$ cat config.mk
export PLATFORM = sky130hd
export DESIGN_NAME = hazard_scoreboard
export DESIGN_NICKNAME = d
export VERILOG_FILES = /design/src/rtl/hazard_scoreboard.sv
export SDC_FILE = /design/constraint.sdc
export NUM_CORES = 1
export LEC_CHECK = 0
export ABC_CLOCK_PERIOD_IN_PS = 6500
export CAP_MARGIN = 10
export CORE_MARGIN = 2
export CORE_UTILIZATION = 40
export CTS_CLUSTER_DIAMETER = 80
export DETAILED_ROUTE_END_ITERATION = 8
export PLACE_DENSITY = 0.68
export SYNTH_ARGS = -nofsm -noshare
export SYNTH_HDL_FRONTEND = slang
export SYNTH_SLANG_ARGS = --single-unit
$ cat constraint.sdc
create_clock -name clk -period 6.5 [get_ports clk]
set_clock_uncertainty 0.2 [all_clocks]
set_input_delay 0.975 -clock clk [delete_from_list [all_inputs] [get_ports clk]]
set_output_delay 0.975 -clock clk [all_outputs]
set_load 0.02 [all_outputs]
$ cat src/rtl/hazard_scoreboard.sv
// Hazard controller for the F/D/E/W pipeline: per-register load scoreboard,
// multi-cycle branch-flush FSM, flag interlock and operand-forward selects.
module hazard_scoreboard #(
    parameter int unsigned REG_ADDR_W     = 3,
    parameter int unsigned LOAD_LAT       = 1,
    parameter int unsigned BRANCH_PENALTY = 1,
    parameter bit          ZERO_REG_EN    = 1'b0
) (
    input  logic                         clk,
    input  logic                         rst_n,
    input  logic                         issue_D,
    input  logic [REG_ADDR_W-1:0]        rs1_D,
    input  logic [REG_ADDR_W-1:0]        rs2_D,
    input  logic [REG_ADDR_W-1:0]        rd_D,
    input  logic                         rs1_used_D,
    input  logic                         rs2_used_D,
    input  logic                         reg_write_D,
    input  logic                         mem_read_D,
    input  logic                         branch_D,
    input  logic                         flag_write_E,
    input  logic                         branch_taken_E,
    input  logic [REG_ADDR_W-1:0]        rs1_E,
    input  logic [REG_ADDR_W-1:0]        rs2_E,
    input  logic [REG_ADDR_W-1:0]        rd_W,
    input  logic                         reg_write_W,
    output logic                         stall_F,
    output logic                         stall_D,
    output logic                         flush_F,
    output logic                         flush_D,
    output logic [1:0]                   forward_A,
    output logic [1:0]                   forward_B,
    output logic                         forward_decode_A,
    output logic                         forward_decode_B,
    output logic [(2**REG_ADDR_W)-1:0]   busy_vec
);

    localparam int unsigned NUM_REGS   = 2 ** REG_ADDR_W;
    localparam bit          MultiCycle = BRANCH_PENALTY > 1;
    localparam logic [1:0]  PcInit     = MultiCycle ? 2'(BRANCH_PENALTY - 2) : 2'd0;
    localparam logic [2:0]  LoadInit   = 3'(LOAD_LAT);

    typedef enum logic [0:0] {StIdle, StFlush} state_e;

    state_e     state_q;
    logic [1:0] pc_q;
    logic [2:0] cnt_q [NUM_REGS];
    logic [2:0] cnt_d [NUM_REGS];

    logic luse, fhaz, hazard, flush_br, issue_ok, load_issue, wb_ok;

    // Register 0 is invisible to the scoreboard and forwarding when hardwired.
    function automatic logic reg_live(input logic [REG_ADDR_W-1:0] r);
        return !(ZERO_REG_EN && (r == '0));
    endfunction

    // Busy bits straight from the registered counters.
    always_comb begin
        for (int n = 0; n < NUM_REGS; n++) begin
            busy_vec[n] = (cnt_q[n] != 3'd0);
        end
    end

    // Hazard detection and stall/flush priority: a branch flush wins over any stall.
    always_comb begin
        luse = issue_D & ((rs1_used_D & busy_vec[rs1_D] & reg_live(rs1_D)) |
                          (rs2_used_D & busy_vec[rs2_D] & reg_live(rs2_D)));
        fhaz     = issue_D & branch_D & flag_write_E;
        hazard   = luse | fhaz;
        flush_br = (state_q == StFlush) | branch_taken_E;
        flush_F  = flush_br;
        flush_D  = flush_br | hazard;
        stall_F  = hazard & ~flush_br;
        stall_D  = hazard & ~flush_br;
        issue_ok   = issue_D & ~stall_D & ~flush_D & (state_q == StIdle);
        load_issue = issue_ok & mem_read_D & reg_write_D & reg_live(rd_D);
    end

    // Forward selects from the W-stage result.
    always_comb begin
        wb_ok            = reg_write_W & reg_live(rd_W);
        forward_A        = {wb_ok & (rd_W == rs1_E), 1'b0};
        forward_B        = {wb_ok & (rd_W == rs2_E), 1'b0};
        forward_decode_A = wb_ok & (rd_W == rs1_D);
        forward_decode_B = wb_ok & (rd_W == rs2_D);
    end

    // Counter next state: a newly issued load reloads its register, others count down.
    always_comb begin
        for (int n = 0; n < NUM_REGS; n++) begin
            if (load_issue && (rd_D == REG_ADDR_W'(n))) begin
                cnt_d[n] = LoadInit;
            end else if (cnt_q[n] != 3'd0) begin
                cnt_d[n] = cnt_q[n] - 3'd1;
            end else begin
                cnt_d[n] = cnt_q[n];
            end
        end
    end

    // Scoreboard counter registers.
    always_ff @(posedge clk or negedge rst_n) begin
        if (!rst_n) begin
            for (int n = 0; n < NUM_REGS; n++) begin
                cnt_q[n] <= 3'd0;
            end
        end else begin
            for (int n = 0; n < NUM_REGS; n++) begin
                cnt_q[n] <= cnt_d[n];
            end
        end
    end

    // Branch-flush FSM; taken branches seen while flushing are bubbles and ignored.
    always_ff @(posedge clk or negedge rst_n) begin
        if (!rst_n) begin
            state_q <= StIdle;
            pc_q    <= 2'd0;
        end else begin
            case (state_q)
                StIdle: begin
                    if (branch_taken_E && MultiCycle) begin
                        state_q <= StFlush;
                        pc_q    <= PcInit;
                    end
                end
                StFlush: begin
                    if (pc_q == 2'd0) begin
                        state_q <= StIdle;
                    end else begin
                        pc_q <= pc_q - 2'd1;
                    end
                end
                default: state_q <= StIdle;
            endcase
        end
    end

endmodule

==> results by group, run 1 <==
Run status
  • Status: complete, no violations

Logic synthesis
  • Async set-reset flop share out of synthesis: 100%
  • Synthesized area: 0.00197 sq mm
  • Sequential-to-total area share from yosys stat: 34.2%
  • Ys Warns: 0
  • Top cells by area, synth: dfrtp_1 34%, ha_1 11%, a21oi_1 6.1%, xnor2_1 5.8%, inv_1 5.1%
  • Netlist cell types: 39
  • Area leader, netlist: dfrtp_1
  • Synth Register Bits: 27
  • Main synth FF type: dfrtp_1
  • Synthesized netlist cell count: 217
  • Synth top cells by count: 27 x dfrtp_1, 27 x inv_1, 24 x a21oi_1
  • Mean Syn Cell Area: 9.09 sq um
  • Synth top area share: 34.2%
  • Number of synthesized flops with an enable pin: 0

Setup path
  • Path depth of the worst reg2reg path: 9
  • Reg-to-Reg End: cnt_q[19]
  • Crit path kind: in -> out
  • Register-to-register setup slack: 4110 ps
  • Slowest-stage cell, CP: clkdlybuf4s50_1
  • WP data arrival: 3340 ps
  • CP most frequent cell: clkdlybuf4s50_1
  • Maximum fanout along the worst path: 26
  • Critical path startpoint category: primary input
  • Max incr delay on CP: 550 ps
  • RR Startpoint: cnt_q[6]
  • Critical path required time: 5320 ps
  • Worst setup EP type: primary output
  • CP Cell Sequence: clkdlybuf4s50_1 -> or3b_1 -> a21o_1 -> a32oi_1 -> and3_1 -> buf_4 -> nor3_1 -> clkdlybuf4s50_1

Clock tree
  • Number of H-tree levels: 1
  • CTS buffer count: 3
  • Post-CTS Hold Fix Bufs: 0
  • Maximum root-to-sink buffer count: 2
  • Later-pin clock latency in the skew report: 270 ps
  • Setup bufs post-CTS: 0
  • PostCTS Resize Cnt: 0
  • Clock sink count: 27
  • CTS tree: built
  • CTS Root Cell: clkbuf_8
  • Clk pin slew, worst setup/hold paths: 90 ps

Floorplan
  • Die Span Y: 74.2 microns
  • # rows: 25
  • Starting Density: 41.5%
  • Die area: 0.00551 sq mm
  • Io pins: 47
  • Core ar.: 0.00475 sq mm
  • Die Width: 74.2 microns

Place
  • Port buffer count: 44
  • Placer congestion estimate: 0.752
  • Post-DP HPWL: 3100 microns

Drt
  • Drt initial violations: 64
  • Routed vias/inst: 4.76
  • Remaining antenna violation count after routing: 0
  • Avg WL per Cell: 12.0 microns
  • Drc violations: 0
  • TritonRoute pass-1 iters: 4
  • Final WL: 3920 microns
  • Vias: 1553

Job
  • Number of max-cap violations: 0

Timing
  • Final hold vios: 0
  • Max_slew headroom: 61.0%
  • Worst-margin pin slew: 577 ps
  • Fmax: 221 MHz
  • RSZ-0062 raised after global routing: false
  • Setup TNS: 0 ps
  • Final Max Slew Viols: 0
  • # setup viols final: 0
  • Crit path time final: 4520 ps
  • Final Cycle Share: 69.5%

GRT
  • Global route overflow: 0
  • Antenna violations before repair: 0
  • Vias in the first global route: 1516
  • First-pass GRT wire length: 6580 microns
  • Gr usage total: 15.2%
  • Pin count of the biggest net entering global routing: 28

Final layout
  • Share of cells above drive strength 1: 4.63%
  • Layout Nets: 306
  • Ant diodes: 0
  • Fin util: 52.3%
  • Area grow syn2layout: 25.9%

Min path
  • Hold EP: pc_q[0]
  • Critical hold path startpoint: pc_q[0]
  • Worst Hold Class: reg -> reg
  • Hold path cells: 1

Power
  • Leakage: 0.00112 uW
  • Power Density: 388 mW/mm^2
  • Peak supply drop: 0.157 mV
==> area by class of cell <==
type,instances,area (sq um)
well taps,67,83.8
clock inverters,1,7.51
repair buffers,46,455
inverters,29,109
multi-input cells,153,1110
fillers,474,2270
clock buffers,3,41.3
flip-flops and latches,27,676
==> cells by family (layout without fill, tap and decap cells) <==
family / after synthesis / after routing / share of synthesized area (%)
AOI/OAI and AO/OA: 43 / 43 / 12.9
xor gates and xnor gates: 21 / 21 / 9.32
adders and majority gates: 17 / 17 / 10.8
buffers and inverters: 38 / 79 / 9.57
DFF: 27 / 27 / 34.2
muxes: 8 / 8 / 4.69
other: 1 / 2 / 0.190
and+or+nand+nor: 62 / 62 / 18.3
==> where the power goes <==
group / leakage [uW] / switching (uW) / internal [uW]
registers: 0.000326 / 51.1 / 251
clock network: 0.0000217 / 52.5 / 43.5
logic: 0.000777 / 286 / 279
==> registers in the layout, summed over array words and instances (netlist names) <==
name	count
cnt_q	24
pc_q	2
state_q	1
==> metrics by stage <==
step           cell area, sq um  cells  worst slack [ps]  power (uW)  hold WS, ps
5_1_grt                    2480    326              1800        1070          321
3_5_place_dp               2440    322              2010         878          266
2_1_floorplan              1980    218              2640         737          246
3_3_place_gp               2440    322              2050         862          260
6_report                   2480    326              1980         963          277
4_1_cts                    2480    326              2000         978          283
==> routing by layer <==
| layer | track usage [%] | share of wire [%] |
|---|---|---|
| met4 | 4.17 | 0.87 |
| met5 | 0 | 0 |
| met3 | 2.17 | 6.8 |
| met2 | 26.9 | 47 |
| met1 | 19.5 | 45 |
==> worst max-delay path by stage <==
| stage | startpoint | end | slack (ps) |
|---|---|---|---|
| after floorplan | rs1_D[1] | stall_F | 2640 |
| after global placement | rs2_D[1] | stall_F | 2050 |
| after detailed placement | rs2_D[1] | stall_D | 2010 |
| after CTS | rs2_D[1] | stall_D | 2000 |
| after global routing | rs2_D[1] | stall_F | 1800 |
| final | rs2_D[1] | stall_D | 1980 |
==> worst max-delay path: cells and delay by family <==
family / cells / cell delay [ps]
buffers and inverters: 3 / 1370
and+or+nand+nor: 3 / 680
AOI/OAI and AO/OA: 2 / 320
==> placed cells by master (no fill, tap or decap), types with 7 or more instances in the layout <==
cell type / n
clkdlybuf4s50_1: 44
inv_1: 27
dfrtp_1: 27
a21oi_1: 24
nor2_1: 17
ha_1: 17
xnor2_1: 13
nand2_1: 10
a21o_1: 9
xor2_1: 8
nor3_1: 7
mux2i_1: 7
No activity file was read; power rests on OpenSTA's default activity.
==> run 2: changes to the inputs <==
--- a/config.mk
+++ b/config.mk
@@ -5,7 +5,7 @@
 export SDC_FILE = /design/constraint.sdc
 export NUM_CORES = 1
 export LEC_CHECK = 0
-export ABC_CLOCK_PERIOD_IN_PS = 6500
+export ABC_CLOCK_PERIOD_IN_PS = 4400
 export CAP_MARGIN = 10
 export CORE_MARGIN = 2
 export CORE_UTILIZATION = 40
==> constraint.sdc (replaced) <==
create_clock -name clk -period 4.4 [get_ports clk]
set_clock_uncertainty 0.2 [all_clocks]
set_input_delay 0.66 -clock clk [delete_from_list [all_inputs] [get_ports clk]]
set_output_delay 0.66 -clock clk [all_outputs]
set_load 0.02 [all_outputs]
==> run 2 against run 1 <==
  * Critical path depth down 1
  * Clock power increased by 41%
  * Sequential share of layout area about the same
  * Global-route usage fell by 0.37 points
  * Clock-buffer cell count is 1 higher
  * Combinational power rose by 46%
  * Critical endpoint unchanged
  * Largest cell class unchanged
  * Register-to-register slack lost 2200 ps
  * Non-clock buffer count unchanged
  * Die area unchanged
  * Worst setup slack worse by 1300 ps
  * Final area is 0.15% lower
==> results by group, run 2 (synthesized netlist as in run 1, its figures left out) <==
Run status
  • Status: complete, no violations

Clock tree
  • CTS buffer count: 3 (unchanged)
  • Clock sink count: 27 (unchanged)
  • Number of H-tree levels: 1 (unchanged)
  • Later-pin clock latency in the skew report: 270 ps (about the same)
  • CTS tree: built
  • Post-CTS Hold Fix Bufs: 0 (unchanged)
  • PostCTS Resize Cnt: 0 (unchanged)
  • Clk pin slew, worst setup/hold paths: 80 ps (about the same)
  • Setup bufs post-CTS: 0 (unchanged)
  • Maximum root-to-sink buffer count: 2 (unchanged)
  • CTS Root Cell: clkbuf_8

Timing
  • Final hold vios: 0 (unchanged)
  • RSZ-0062 raised after global routing: false
  • Setup TNS: 0 ps (unchanged)
  • # setup viols final: 0 (unchanged)
  • Crit path time final: 3680 ps
  • Max_slew headroom: 54.0% (-7.0 points)
  • Worst-margin pin slew: 684 ps (+107 ps)
  • Final Cycle Share: 83.6%
  • Final Max Slew Viols: 0 (unchanged)
  • Fmax: 272 MHz
  • Worst Hold Slack: 280 ps (+2.76 ps)

Drt
  • Drt initial violations: 40 (-38%)
  • Final WL: 3900 microns (-0.38%)
  • Drc violations: 0 (unchanged)
  • Remaining antenna violation count after routing: 0 (unchanged)
  • Vias: 1549 (-0.26%)
  • Avg WL per Cell: 12.0 microns (-0.38%)
  • TritonRoute pass-1 iters: 4 (unchanged)
  • Routed vias/inst: 4.75 (-0.26%)

Final layout
  • Layout Nets: 306 (unchanged)
  • Area grow syn2layout: 25.7%
  • Ant diodes: 0 (unchanged)
  • Share of cells above drive strength 1: 4.25% (-0.39 points)
  • Largest regs: cnt_q: 24 flops, pc_q: 2 flops, state_q: 1 flops
  • Largest register FFs: 24 (unchanged)
  • Most frequent cells in the layout: 44 x clkdlybuf4s50_1, 27 x inv_1, 27 x dfrtp_1
  • Largest register by flop count: cnt_q
  • Most common library cell in the layout ignoring fill and taps: clkdlybuf4s50_1

Setup path
  • Worst setup EP type: primary output
  • CP delay by family, top: buffers and inverters
  • Crit path kind: in -> out
  • CP Cell Sequence: clkdlybuf4s50_1 -> or3b_1 -> a21o_1 -> a32oi_1 -> and3_1 -> nor3_1 -> clkdlybuf4s50_1
  • Maximum fanout along the worst path: 6 (-77%)
  • Crit path buf inv count: 2 (-1)
  • Critical path startpoint category: primary input
  • Max incr delay on CP: 540 ps (about the same)
  • Slowest-stage cell, CP: clkdlybuf4s50_1
  • CP most frequent cell: clkdlybuf4s50_1
  • Register-to-register setup slack: 1910 ps (-2200 ps)
  • Critical path required time: 3540 ps (-1780 ps)
  • WP data arrival: 2820 ps (-520 ps)

GRT
  • Vias in the first global route: 1463 (-3.5%)
  • Global route overflow: 0 (unchanged)
  • Pin count of the biggest net entering global routing: 28 (unchanged)
  • Gr usage total: 14.8% (-0.37 points)
  • Antenna violations before repair: 0 (unchanged)
  • First-pass GRT wire length: 6380 microns (-3.0%)

Job
  • Number of max-cap violations: 0 (unchanged)

Floorplan
  • Die Width: 74.2 microns (unchanged)
  • Core ar.: 0.00475 sq mm (unchanged)
  • Die Span Y: 74.2 microns (unchanged)
  • Die area: 0.00551 sq mm (unchanged)
  • Starting Density: 41.5% (unchanged)
  • Io pins: 47 (unchanged)
  • # rows: 25 (unchanged)

Power
  • Switching Fraction: 39.8% (-0.68 points)
  • Comb pwr share: 58.8% (about the same)
  • Sequential power share: 31.6% (+0.2 points)
  • Clock power share: 9.6% (-0.4 points)
  • Net load switching power: 560 uW (+44%)
  • Power Density: 567 mW/mm^2 (+46%)
  • Peak supply drop: 0.373 mV (+140%)
  • Leakage: 0.00113 uW (about the same)
  • Int Power: 847 uW (+48%)

Place
  • Port buffer count: 44 (unchanged)
  • Placer congestion estimate: 0.745 (-0.84%)
  • Post-DP HPWL: 3100 microns (-0.11%)

Min path
  • Worst Hold Class: reg -> reg
==> run 2: through the flow <==
stage                     instance area [sq um]  std cells  util (%)  setup WS (ps)  total power, uW
final                                      2480        326      52.2            721             1410
after global routing                       2480        326      52.2            610             1560
after CTS                                  2480        326      52.2            694             1430
after detailed placement                   2440        322      51.2            714             1290
after global placement                     2440        322      51.2            754             1270
after floorplan                            1980        218         -           1160             1090
==> run 2: power groups by stage <==
| stage | Combinational, uW | Clock [uW] | Sequential, uW |
|---|---|---|---|
| floorplan | 652 | 0 | 437 |
| global placement | 819 | 0 | 446 |
| detailed placement | 835 | 0 | 452 |
| global route | 944 | 153 | 459 |
| CTS | 841 | 143 | 446 |
| finish | 827 | 135 | 445 |
==> run 2: final cells by class <==
| cell class | instances | area, sq um |
|---|---|---|
| fill | 461 | 2270 |
| sequential | 27 | 676 |
| multi-input combinational | 153 | 1110 |
| timing repair buffer | 46 | 455 |
| clock buffer | 4 | 45.0 |
| inverter | 29 | 109 |
| tap | 67 | 83.8 |
==> run 2: final timing paths <==
kind | start | end | cells past startpoint
max in group asynchronous | rst_n | cnt_q[14] | 2
worst min register to register | pc_q[0] | pc_q[0] | 1
worst min-delay path | pc_q[0] | pc_q[0] | 1
worst max-delay path | rs2_D[1] | stall_D | 7
min in group asynchronous | rst_n | pc_q[1] | 2
worst max register to register | cnt_q[9] | cnt_q[20] | 9
==> run 2: per-layer routing <==
| layer | track usage, % | routed length (microns) | vias to the layer above |
|---|---|---|---|
| met1 | 18.6 | 1740 | 680 |
| li1 | - | - | 806 |
| met3 | 2.57 | 356 | 6 |
| met4 | 5.16 | 73 | 0 |
| met2 | 25.8 | 1730 | 57 |
| met5 | 0 | 0 | - |
